File: src/rtl/pool_feeder_if.sv
// Conv->pooling link bundle: buffer read port plus the sample/enable lines toward POOLING.
// The feeder is the master side; buffer and POOLING together form the slave side.
interface pool_feeder_if #(
  parameter int unsigned DW = 16,
  parameter int unsigned AW = 6
);
  logic          mem_rd;
  logic [AW-1:0] mem_addr;
  logic [DW-1:0] mem_rdata;
  logic          en_reg;
  logic          en_pooling;
  logic [DW-1:0] conv_out;
  logic          conv_valid;
  logic          done_pooling;

  modport master (
    output mem_rd, mem_addr, en_reg, en_pooling, conv_out, conv_valid,
    input  mem_rdata, done_pooling
  );

  modport slave (
    input  mem_rd, mem_addr, en_reg, en_pooling, conv_out, conv_valid,
    output mem_rdata, done_pooling
  );
endinterface

File: src/rtl/pool_feeder.sv
// Streams a ROWS x LEN feature map from a registered-read buffer to POOLING with per-row gaps,
// then hands over via en_pooling and waits (with timeout) for done_pooling.
module pool_feeder #(
  parameter int unsigned DW      = 16,
  parameter int unsigned LEN     = 8,
  parameter int unsigned ROWS    = 8,
  parameter int unsigned GAP     = 2,
  parameter int unsigned AW      = 6,
  parameter int unsigned TIMEOUT = 1024
) (
  input  logic clk,
  input  logic reset_n,
  input  logic start,
  output logic busy,
  output logic done,
  output logic err,
  pool_feeder_if.master bus
);
  localparam int unsigned CW = $clog2(LEN + 1);
  localparam int unsigned RW = $clog2(ROWS + 1);
  localparam int unsigned GW = $clog2(GAP + 3);
  localparam int unsigned TW = $clog2(TIMEOUT + 1);

  typedef enum logic [2:0] {S_IDLE, S_PRIME, S_STREAM, S_GAP, S_POOL} state_t;

  state_t        state_q, state_d;
  logic [CW-1:0] col_q, col_d;
  logic [RW-1:0] row_q, row_d;
  logic [GW-1:0] gcnt_q, gcnt_d;
  logic [TW-1:0] tcnt_q, tcnt_d;
  logic          rd_q, rd_d;
  logic [AW-1:0] addr_q, addr_d;
  logic          en_reg_q, en_reg_d;
  logic          en_pool_q, en_pool_d;
  logic          busy_d, done_d, err_d;
  logic          pipe_q, pipe_d;
  logic          cv_q, cv_d;
  logic [DW-1:0] out_q, out_d;

  assign bus.mem_rd     = rd_q;
  assign bus.mem_addr   = addr_q;
  assign bus.en_reg     = en_reg_q;
  assign bus.en_pooling = en_pool_q;
  assign bus.conv_out   = out_q;
  assign bus.conv_valid = cv_q;

  always_ff @(posedge clk) begin
    if (!reset_n) begin
      state_q   <= S_IDLE;
      col_q     <= '0;
      row_q     <= '0;
      gcnt_q    <= '0;
      tcnt_q    <= '0;
      rd_q      <= 1'b0;
      addr_q    <= '0;
      en_reg_q  <= 1'b0;
      en_pool_q <= 1'b0;
      busy      <= 1'b0;
      done      <= 1'b0;
      err       <= 1'b0;
      pipe_q    <= 1'b0;
      cv_q      <= 1'b0;
      out_q     <= '0;
    end else begin
      state_q   <= state_d;
      col_q     <= col_d;
      row_q     <= row_d;
      gcnt_q    <= gcnt_d;
      tcnt_q    <= tcnt_d;
      rd_q      <= rd_d;
      addr_q    <= addr_d;
      en_reg_q  <= en_reg_d;
      en_pool_q <= en_pool_d;
      busy      <= busy_d;
      done      <= done_d;
      err       <= err_d;
      pipe_q    <= pipe_d;
      cv_q      <= cv_d;
      out_q     <= out_d;
    end
  end

  // The FSM schedules reads; samples follow two cycles later through the pipe/capture stage.
  always_comb begin
    state_d   = state_q;
    col_d     = col_q;
    row_d     = row_q;
    gcnt_d    = gcnt_q;
    tcnt_d    = tcnt_q;
    rd_d      = 1'b0;
    addr_d    = addr_q;
    en_reg_d  = en_reg_q;
    en_pool_d = en_pool_q;
    busy_d    = busy;
    done_d    = 1'b0;
    err_d     = 1'b0;
    pipe_d    = rd_q;
    cv_d      = pipe_q;
    out_d     = pipe_q ? bus.mem_rdata : out_q;

    unique case (state_q)
      S_IDLE: begin
        if (start && !done && !err) begin
          state_d = S_PRIME;
          rd_d    = 1'b1;
          addr_d  = '0;
          col_d   = CW'(1);
          row_d   = '0;
          busy_d  = 1'b1;
        end
      end
      S_PRIME, S_STREAM: begin
        if (state_q == S_PRIME) begin
          en_reg_d = 1'b1;
          state_d  = S_STREAM;
        end
        if (col_q != CW'(LEN)) begin
          rd_d   = 1'b1;
          addr_d = addr_q + AW'(1);
          col_d  = col_q + CW'(1);
        end else if (row_q == RW'(ROWS - 1)) begin
          // Last row: idle for the gap plus the two cycles the read pipe needs to drain.
          state_d = S_GAP;
          gcnt_d  = GW'(GAP + 1);
        end else if (GAP == 0) begin
          rd_d   = 1'b1;
          addr_d = addr_q + AW'(1);
          col_d  = CW'(1);
          row_d  = row_q + RW'(1);
        end else begin
          state_d = S_GAP;
          gcnt_d  = GW'(GAP - 1);
        end
      end
      S_GAP: begin
        if (gcnt_q != '0) begin
          gcnt_d = gcnt_q - GW'(1);
        end else if (row_q == RW'(ROWS - 1)) begin
          state_d   = S_POOL;
          en_reg_d  = 1'b0;
          en_pool_d = 1'b1;
          tcnt_d    = '0;
        end else begin
          state_d = S_STREAM;
          rd_d    = 1'b1;
          addr_d  = addr_q + AW'(1);
          col_d   = CW'(1);
          row_d   = row_q + RW'(1);
        end
      end
      S_POOL: begin
        if (bus.done_pooling) begin
          state_d   = S_IDLE;
          en_pool_d = 1'b0;
          busy_d    = 1'b0;
          done_d    = 1'b1;
        end else if (tcnt_q == TW'(TIMEOUT - 1)) begin
          state_d   = S_IDLE;
          en_pool_d = 1'b0;
          busy_d    = 1'b0;
          err_d     = 1'b1;
        end else if (tcnt_q != TW'(TIMEOUT)) begin
          tcnt_d = tcnt_q + TW'(1);
        end
      end
      default: state_d = S_IDLE;
    endcase
  end
endmodule

File: src/flat_wrapper.sv
// flat-port wrapper written by rule: the top's interface ports become plain ports
module pool_feeder_flat 
#(
  parameter int unsigned DW      = 16,
  parameter int unsigned LEN     = 8,
  parameter int unsigned ROWS    = 8,
  parameter int unsigned GAP     = 2,
  parameter int unsigned AW      = 6,
  parameter int unsigned TIMEOUT = 1024
)
  (clk, reset_n, start, busy, done, err, bus_mem_rd, bus_mem_addr, bus_en_reg, bus_en_pooling, bus_conv_out, bus_conv_valid, bus_mem_rdata, bus_done_pooling);
  pool_feeder_if #(.DW(DW), .AW(AW)) bus_i ();
  input  logic clk;
  input  logic reset_n;
  input  logic start;
  output logic busy;
  output logic done;
  output logic err;
  output wire logic [$bits(bus_i.mem_rd)-1:0] bus_mem_rd;
  output wire logic [$bits(bus_i.mem_addr)-1:0] bus_mem_addr;
  output wire logic [$bits(bus_i.en_reg)-1:0] bus_en_reg;
  output wire logic [$bits(bus_i.en_pooling)-1:0] bus_en_pooling;
  output wire logic [$bits(bus_i.conv_out)-1:0] bus_conv_out;
  output wire logic [$bits(bus_i.conv_valid)-1:0] bus_conv_valid;
  input wire logic [$bits(bus_i.mem_rdata)-1:0] bus_mem_rdata;
  input wire logic [$bits(bus_i.done_pooling)-1:0] bus_done_pooling;
  assign bus_mem_rd = bus_i.mem_rd;
  assign bus_mem_addr = bus_i.mem_addr;
  assign bus_en_reg = bus_i.en_reg;
  assign bus_en_pooling = bus_i.en_pooling;
  assign bus_conv_out = bus_i.conv_out;
  assign bus_conv_valid = bus_i.conv_valid;
  assign bus_i.mem_rdata = bus_mem_rdata;
  assign bus_i.done_pooling = bus_done_pooling;
  pool_feeder #(.DW(DW), .LEN(LEN), .ROWS(ROWS), .GAP(GAP), .AW(AW), .TIMEOUT(TIMEOUT)) u_core (.clk(clk), .reset_n(reset_n), .start(start), .busy(busy), .done(done), .err(err), .bus(bus_i));
endmodule
File: config.mk
export PLATFORM = sky130hd
export DESIGN_NAME = pool_feeder_flat
export DESIGN_NICKNAME = d
export VERILOG_FILES = /design/src/rtl/pool_feeder_if.sv /design/src/rtl/pool_feeder.sv /design/src/flat_wrapper.sv
export SDC_FILE = /design/constraint.sdc
export NUM_CORES = 1
export LEC_CHECK = 0
export CORE_MARGIN = 1.5
export CORE_UTILIZATION = 39
export CTS_CLUSTER_DIAMETER = 30
export DETAILED_ROUTE_END_ITERATION = 16
export GPL_TIMING_DRIVEN = 0
export PLACE_DENSITY = 0.66
export SYNTH_ARGS = -nofsm -noshare
export SYNTH_HDL_FRONTEND = slang
export SYNTH_SLANG_ARGS = --single-unit
export TNS_END_PERCENT = 30
File: constraint.sdc
create_clock -name clk -period 2.01 [get_ports clk]
set_input_delay 0.402 -clock clk [delete_from_list [all_inputs] [get_ports clk]]
set_output_delay 0.402 -clock clk [all_outputs]
set_load 0.005 [all_outputs]
Word-level counts from Yosys, hierarchy flattened
Cells that the tools add are included.

storage, ports and cells
  output and inout port bits = 29
  logic and storage cells = 115
  register bits = 55

operators by class
  bitwise logic cells = 2
  reductions and logical operators = 22
  equality and inequality tests = 21
  add/subtract/negate cells = 5
  muxes and demuxes = 50

operators by type and width
  operator               number
  $mux 11                5
  $mux 4                 7
  $mux 3                 9
  $mux 6                 4
  $pmux 11 s2            1
  $pmux 6 s3             1
  $reduce_and 4->1       4
  $mux 1                 14
  $ne 2x1->1 const B     6
  $pmux 3 s4             1
  $pmux 4 s3             1
  $add 11x1->11 const B  1
  $eq 11x10->1 const B   1
  $ne 11x11->1 const B   1
  $ne 2x2->1 const B     5
  $add 4x1->4 const B    2
  $pmux 4 s2             1
  $reduce_bool 2->1      4
  $add 6x1->6 const B    1
  $eq 3x2->1 const B     2
  $ne 3x2->1 const B     2
  $pmux 1 s2             3
  $pmux 3 s2             1
  $reduce_and 3->1       2
  17 further kinds       21

Depth between registers and ports, before layout
Gate-level depths: netlist of run 1.

  depth after elaboration = 5
  gate-level depth with buffers = 8
  gate-level depth less buffers = 8

Worst setup path before layout of run 1
Ideal clock, no wire load.

  path kind = reg2reg
  start = register u_core.gcnt_q[0]
  end = register u_core.addr_q[5], in the netlist u_core.bus.mem_addr[5]
  data arrival time = 2093 ps
  buffers on the path = 0
  library setup time = 121 ps
  data required time = 1889 ps
  period minus slack after synthesis = 2214 ps
  cell stages (with the launch flop) = 9
  setup slack = -204 ps
  cells stage by stage = dfxtp_1 inv_1 ha_1 ha_1 and2_1 a221oi_1 nor3_2 and3_1 mux2_2

on the way
  cells in the longest elaborated chain, start to end = 3

RTL lines
  item                               RTL line            text
  start, declared                    pool_feeder.sv:29   logic [GW-1:0] gcnt_q, gcnt_d;
  start signal, assigned             pool_feeder.sv:68   gcnt_q <= gcnt_d;
  $reduce_bool 3->1                  pool_feeder.sv:136  if (gcnt_q != '0) begin
  $ne 2x2->1 (no source line)        -
  $reduce_and 5->1 (no source line)  -
  end signal, assigned               pool_feeder.sv:71   addr_q <= addr_d;
  end, declared                      pool_feeder.sv:32   logic [AW-1:0] addr_q, addr_d;

Every way passes these cells.
A chain may end at the register's enable or synchronous reset.

Final worst setup path of run 1
  start = register u_core.state_q[1]
  end = register u_core.tcnt_q[7]

on the way
  cells in the longest elaborated chain, start to end = 3
  elaborated cells between the ends (all ways) = 10
  those cells by class = 7 x eq/ne; 1 x mux; 2 x reduce/logical

RTL lines
  item                                                       RTL line            text
  start, declared                                            pool_feeder.sv:26   state_t state_q, state_d;
  start signal, assigned                                     pool_feeder.sv:65   state_q <= state_d;
  $eq 3x3->1 or $eq 3x2->1 (tied branches)                   pool_feeder.sv:101  unique case (state_q)
  $ne 2x2->1 (no source line), or another cell as far along  -
  $reduce_and 6->1 (no source line)                          -
  end signal, assigned                                       pool_feeder.sv:69   tcnt_q <= tcnt_d;
  end, declared                                              pool_feeder.sv:30   logic [TW-1:0] tcnt_q, tcnt_d;

Several ways; a longest one is shown, not always the timed one.

==> run summary, run 1 <==
Status: finished, final reports clean
Final min period: 1.966 ns
I/O Buffers: 48
Worst-path fanout max: 9
Vias: 2250
Relative slew slack: 0.5434
Syn. warnings: 0
Post-Syn Area per Cell: 8.945 um^2
CP arrival: 2.19 ns
Ant diodes: 0
Rows: 29
LEAKAGE: 0.001276 uW
Number of synthesized register bits: 55
Seq pwr share: 0.458
Area leader, netlist: dfxtp_1
Hold_buf cts: 0
Commonest cells in the netlist: dfxtp_1 (55), nor2_1 (42), mux2i_1 (19)
Post-synthesis sequential area ratio: 0.4274
Clk slew on worst S/H paths: 0.11 ns
Crit. End Element: register
Placer congestion estimate: 0.7576
WL/cell: 13.77 um
GR Overflow Total: 0
CTS Buf Count: 5
Clock share of power: 0.225
Number of global-route vias before repair: 2072
Post-synth cell types: 47
Post-synth EDFFs: 0
Overall Global Routing Usage: 0.1626
WL final: 5851 um
Placed inst area: 0.003171 mm^2
Global-route wire length before repair: 9501 um
CP startpoint kind: register
Drt drc: 0
# IOs: 49
Clk buf depth: 2
Post-DP HPWL: 4120 um
Critical path class: reg2reg
Max reg flops: 16
Root Buffer: clkbuf_8
Gate Count Post-Synth: 288
Drt pass-1 iters: 4
Post-DRT Antenna Nets: 0
Skew-Pair Late Insertion Delay: 0.31 ns
Top post-synthesis cells by area: dfxtp_1 (43%), mux2i_1 (7.4%), nor2_1 (6.1%)
Max Clock Freq: 0.5087 GHz
# placed instances: 413
RSZ-0062 raised after global routing: yes
Total die area: 0.007102 mm^2
H-tree depth: 2
Clock sink total: 55
CTS tree: built
Core ar.: 0.006350 mm^2
Die Y-Extent: 84.28 um
Mean number of vias per cell: 5.294
Fin crit share: 0.9780
Combinational Power Share: 0.317
Storage element area: 0.001110 mm^2
Int Pwr: 1896 uW
Pwr dens: 817.3 mW/mm^2
Finish-stage setup viols: 0
Top-area cell type share of the netlist area: 0.4274
Fillers: 597
Fin. max-slew vios: 0
Max-Cap Viols: 0
Worst clock skew: 0.007876 ns
Net switching power: 912.2 uW
Hold Path Class: reg2reg
Final instance area: 0.003436 mm^2
Initial drt markers: 85
Syn_nets: 316
Finished Layout Cells: 425
Slew @ Worst Pin: 0.6848 ns
Synth-to-Final Area Change: 33.37%
Switching part of the total: 0.3248
Final Hold Violating Endpoints: 0
Most common cell in the netlist: dfxtp_1
Critical Path RT: 2.23 ns
Die X: 84.28 um
Fin nets: 375
Pin count of the biggest net entering global routing: 19
Top_reg_cell synth: dfxtp_1
Initial Util: 0.4057
Initial antenna violation count: 0
Share of cells above drive strength 1: 0.1351
Synth Cell Area: 0.002576 mm^2
VDD IR-drop max: 0.0006404 V
Footprint of the multi-input gates: 0.001490 mm^2
Share of flip-flops with an asynchronous set or reset: 0
[per-stage QoR]
step / setup TNS, ns / setup slack (ns) / util / hold slack (ns) / power [uW]
floorplan: 0 / 0.04458 / - / 0.4388 / 1815
global placement: -6.007 / -0.6055 / 0.4993 / 0.4509 / 2086
detailed placement: -6.732 / -0.6706 / 0.4993 / 0.4552 / 2101
CTS: 0 / 0.009897 / 0.5287 / 0.4749 / 2784
global route: -0.01723 / -0.01450 / 0.5411 / 0.5123 / 2983
finish: 0 / 0.04430 / 0.5411 / 0.4719 / 2808
[cell type report]
class / count / area share
Inverter: 14 / 0.01529
Tap cell: 77 / 0.02804
Clock buffer: 5 / 0.02003
Multi-Input combinational cell: 204 / 0.4337
Clock inverter: 3 / 0.006555
Buffer: 14 / 0.02258
Sequential cell: 55 / 0.3230
Timing Repair Buffer: 53 / 0.1508
[worst max-delay path: stages, from the launching register on]
cell and delay [ns]:
dfxtp_1 0.32, buf_6 0.14, nor3b_4 0.19, nand2b_1 0.09
or2_0 0.22, buf_4 0.16, or3_1 0.36, buf_6 0.15
o41ai_2 0.25
[per-layer routing]
layer,up-vias,global-route usage,share of wire
met2,47,0.2756,0.48
met3,6,0.03540,0.047
met1,1061,0.2060,0.46
met5,-,0,0
li1,1136,-,-
met4,0,0.05216,0.012
[cell usage in the layout (no fill, tap or decap), drive strengths merged, types with 5 or more instances in the layout]
| cell | n |
|---|---|
| nand3 | 8 |
| dfxtp | 55 |
| clkdlybuf4s50 | 48 |
| o31ai | 5 |
| and3 | 7 |
| and2 | 6 |
| clkbuf | 16 |
| ha | 8 |
| mux2i | 19 |
| o21ai | 18 |
| buf | 8 |
| nor2 | 42 |
| xnor2 | 8 |
| a211oi | 6 |
| nand2 | 17 |
| inv | 15 |
[cells by family after synthesis]
| family | Yosys count | synth area share |
|---|---|---|
| XOR/XNOR | 8 | 0.02720 |
| multiplexers | 20 | 0.07819 |
| adder cells (fa/ha/maj) | 8 | 0.03886 |
| flip-flops | 55 | 0.4274 |
| AND/OR/NAND/NOR | 113 | 0.2341 |
| buffers and inverters | 29 | 0.04662 |
| AO/OA/AOI/OAI | 55 | 0.1476 |
[path summary, 6_finish.rpt]
kind	startpoint	end	slack, ns	depth (start not counted)
setup / recovery	u_core.state_q[1]	u_core.tcnt_q[7]	0.04	8
hold / removal	u_core.bus.mem_rd	u_core.cv_d	0.47	1
hold reg to reg	u_core.bus.mem_rd	u_core.cv_d	0.47	1
setup reg to reg	u_core.state_q[1]	u_core.tcnt_q[7]	0.04	8
[power groups by stage]
| stage | sequential [uW] | clock, uW | combinational, uW |
|---|---|---|---|
| floorplan | 1300 | 0 | 515 |
| global placement | 1300 | 0 | 785 |
| detailed placement | 1310 | 0 | 794 |
| CTS | 1290 | 658 | 839 |
| global route | 1300 | 699 | 984 |
| finish | 1290 | 633 | 889 |
[repair_timing]
| action | CTS | global route |
|---|---|---|
| gates resized for setup | 17 | 23 |
| setup endpoints to repair | 18 | 18 |
| pin swaps | 2 | 6 |
| buffers inserted | 2 | 3 |
No activity file was read; power rests on OpenSTA's default activity.
==> run 2, diff against run 1 <==
- PLACE_DENSITY: 0.66 -> 0.64
- clock period: 2.01 -> 2.3 ns (I/O delays scaled with it)
==> run summary, run 2 (synthesis results as in run 1) <==
Crit-path leading delay family: simple AND/OR/NAND/NOR gates
RSZ-0062 raised after global routing: no
Commonest non-fill, non-tap cells in the layout: dfxtp_1 (55), clkdlybuf4s50_1 (48), nor2_1 (42), mux2i_1 (19)
Clk slew on worst S/H paths: 0.11 ns (about the same)
Drt pass-1 iters: 4 (unchanged)
R2r setup slk: 0.16 ns (+0.12 ns)
Met1 usage: 0.2218 (+0.01584)
WL/cell: 13.25 um (-3.8%)
Critical path class: in2reg
Worst path max stage delay: 0.47 ns (+0.11 ns)
LEAKAGE: 0.001208 uW (-5.3%)
Initial antenna violation count: 0 (unchanged)
Synth-to-Final Area Change: 27.73%
Total die area: 0.007102 mm^2 (unchanged)
Fin. max-slew vios: 0 (unchanged)
Critical Path RT: 2.51 ns (+0.28 ns)
Mean number of vias per cell: 5.257 (-0.71%)
Finish-stage setup viols: 0 (unchanged)
Overall Global Routing Usage: 0.1661 (+0.003507)
Worst flop-to-flop path endpoint: u_core.bus.mem_addr[5]
I/O Buffers: 48 (unchanged)
Clk buf depth: 2 (unchanged)
Core ar.: 0.006350 mm^2 (unchanged)
WL final: 5577 um (-4.7%)
Critical path's slowest cell: clkdlybuf4s50_1
GR Overflow Total: 0 (unchanged)
Hold path cells: 1 (unchanged)
H-tree depth: 2 (unchanged)
WHS Endpoint: u_core.cv_d
Final Hold Violating Endpoints: 0 (unchanged)
Skew-Pair Late Insertion Delay: 0.31 ns (about the same)
Slew @ Worst Pin: 0.6590 ns (-0.02586 ns)
CTS tree: built
Drt drc: 0 (unchanged)
Worst-path fanout max: 8 (-1)
Clock sink total: 55 (unchanged)
Hold Path Origin: u_core.bus.mem_rd
# placed instances: 413 (unchanged)
Hold Path Class: reg2reg
Vias: 2213 (-1.6%)
R2R cell count: 8 (unchanged)
Bufs and invs on worst path: 1 (-2)
Post-DRT Antenna Nets: 0 (unchanged)
Rows: 29 (unchanged)
Status: finished, final reports clean
Root Buffer: clkbuf_8
Max reg flops: 16 (unchanged)
Pin count of the biggest net entering global routing: 20 (+1)
Reg2reg start: u_core.gcnt_q[0]
M2 GR Usage: 0.2720 (-0.003636)
GRT busiest layer: met2
Final setup TNS: 0 ns (unchanged)
Crit. End Element: register
CP startpoint kind: primary input
Initial Util: 0.4057 (unchanged)
Initial drt markers: 90 (+5.9%)
Max-Cap Viols: 0 (unchanged)
Met3 GRT Util: 0.03147 (-0.003933)
Placer congestion estimate: 0.7702 (+1.7%)
VDD IR-drop max: 0.0004767 V (-26%)
Setup bufs post-CTS: 0 (-2)
Worst clock skew: 0.01410 ns (+0.006220 ns)
Max Clock Freq: 0.4658 GHz
Final min period: 2.147 ns
Share of cells above drive strength 1: 0.06686 (-0.06820)
Pwr dens: 726.5 mW/mm^2 (-11%)
CP arrival: 2.36 ns (+0.17 ns)
Relative slew slack: 0.5607 (+0.01724)
Die X: 84.28 um (unchanged)
# IOs: 49 (unchanged)
Fin nets: 371 (-1.1%)
Number of global-route vias before repair: 2159 (+4.2%)
Global-route wire length before repair: 9867 um (+3.9%)
Fillers: 623 (+4.4%)
Ant diodes: 0 (unchanged)
CP Cell Sequence: clkdlybuf4s50_1 > nor4b_1 > a211oi_2 > nor3_4 > and3_1 > mux2_2
Commonest non-fill, non-tap cell in the layout: dfxtp_1
Hold_buf cts: 0 (unchanged)
Die Y-Extent: 84.28 um (unchanged)
Fin crit share: 0.9333
Post-DP HPWL: 3997 um (-3.0%)
CTS Buf Count: 5 (unchanged)
Finished Layout Cells: 421 (-0.94%)
==> run 2: cell types whose count changed in the layout (fill, tap and decap cells not counted), sizes merged <==
cell	before	now
buf	8	4
clkinv	2	1
clkinvlp	0	1
==> run 2: worst max-delay path by stage <==
stage	startpoint	to	slack, ns	cells after the start
after global routing	u_core.tcnt_q[0]	u_core.tcnt_q[0]	0.003	8
after CTS	start	u_core.bus.mem_addr[5]	0.06	6
after global placement	start	u_core.bus.mem_addr[4]	-0.41	6
after detailed placement	start	u_core.bus.mem_addr[4]	-0.38	6
after floorplan	u_core.gcnt_q[0]	u_core.bus.mem_addr[5]	0.09	8
final	start	u_core.bus.mem_addr[5]	0.15	6
==> run 2: layer usage <==
| metal | vias to the layer above | routed length (um) |
|---|---|---|
| li1 | 1132 | - |
| met2 | 41 | 2660 |
| met3 | 6 | 190 |
| met4 | 0 | 63 |
| met5 | - | 0 |
| met1 | 1034 | 2662 |
==> run 2: power by group <==
group / total (uW) / internal (uW) / switching (uW) / leakage [uW]
sequential: 1120 / 1050 / 72.5 / 0.000447
clock: 562 / 224 / 337 / 0.0000463
combinational: 708 / 339 / 368 / 0.000715
==> run 2: worst register-to-register path, delay by kind of cell (launching register included) <==
kind / cells / cell delay (ns)
adder cells (fa/ha/maj): 2 / 0.44
AO/OA/AOI/OAI: 1 / 0.42
flip-flops: 1 / 0.36
AND/OR/NAND/NOR: 3 / 0.52
buffers and inverters: 1 / 0.05
multiplexers: 1 / 0.26
==> run 2: layout make-up <==
type                       count  area, um^2  area share
tap                           77       96.34     0.02928
clock buffer                   5       68.82     0.02091
inverter                      14       52.55     0.01597
timing repair buffer          48       480.5      0.1460
multi-input combinational    204        1396      0.4243
clock inverter                 3       27.53    0.008365
sequential                    55        1101      0.3346
buffer                        15       67.56     0.02053
==> run 2: timing repair <==
item	in CTS	in global routing
endpoints found under the setup margin	8	2
endpoints found under the hold margin	0	0
pin swaps	1	0
resized for setup	5	2
cloned	0	0
==> run 2: per-stage QoR <==
stage                     setup slack (ns)  utilization  total power (uW)  hold WS [ns]  cell area, um^2
final                               0.1533       0.5182              2391        0.4695             3291
after global routing              0.003471       0.5182              2550        0.5044             3291
after detailed placement           -0.3804       0.4966              1823        0.4453             3153
after CTS                          0.06200       0.5172              2422        0.4727             3284
after global placement             -0.4110       0.4966              1811        0.4461             3153
after floorplan                    0.08622            -              1573        0.4388             2576
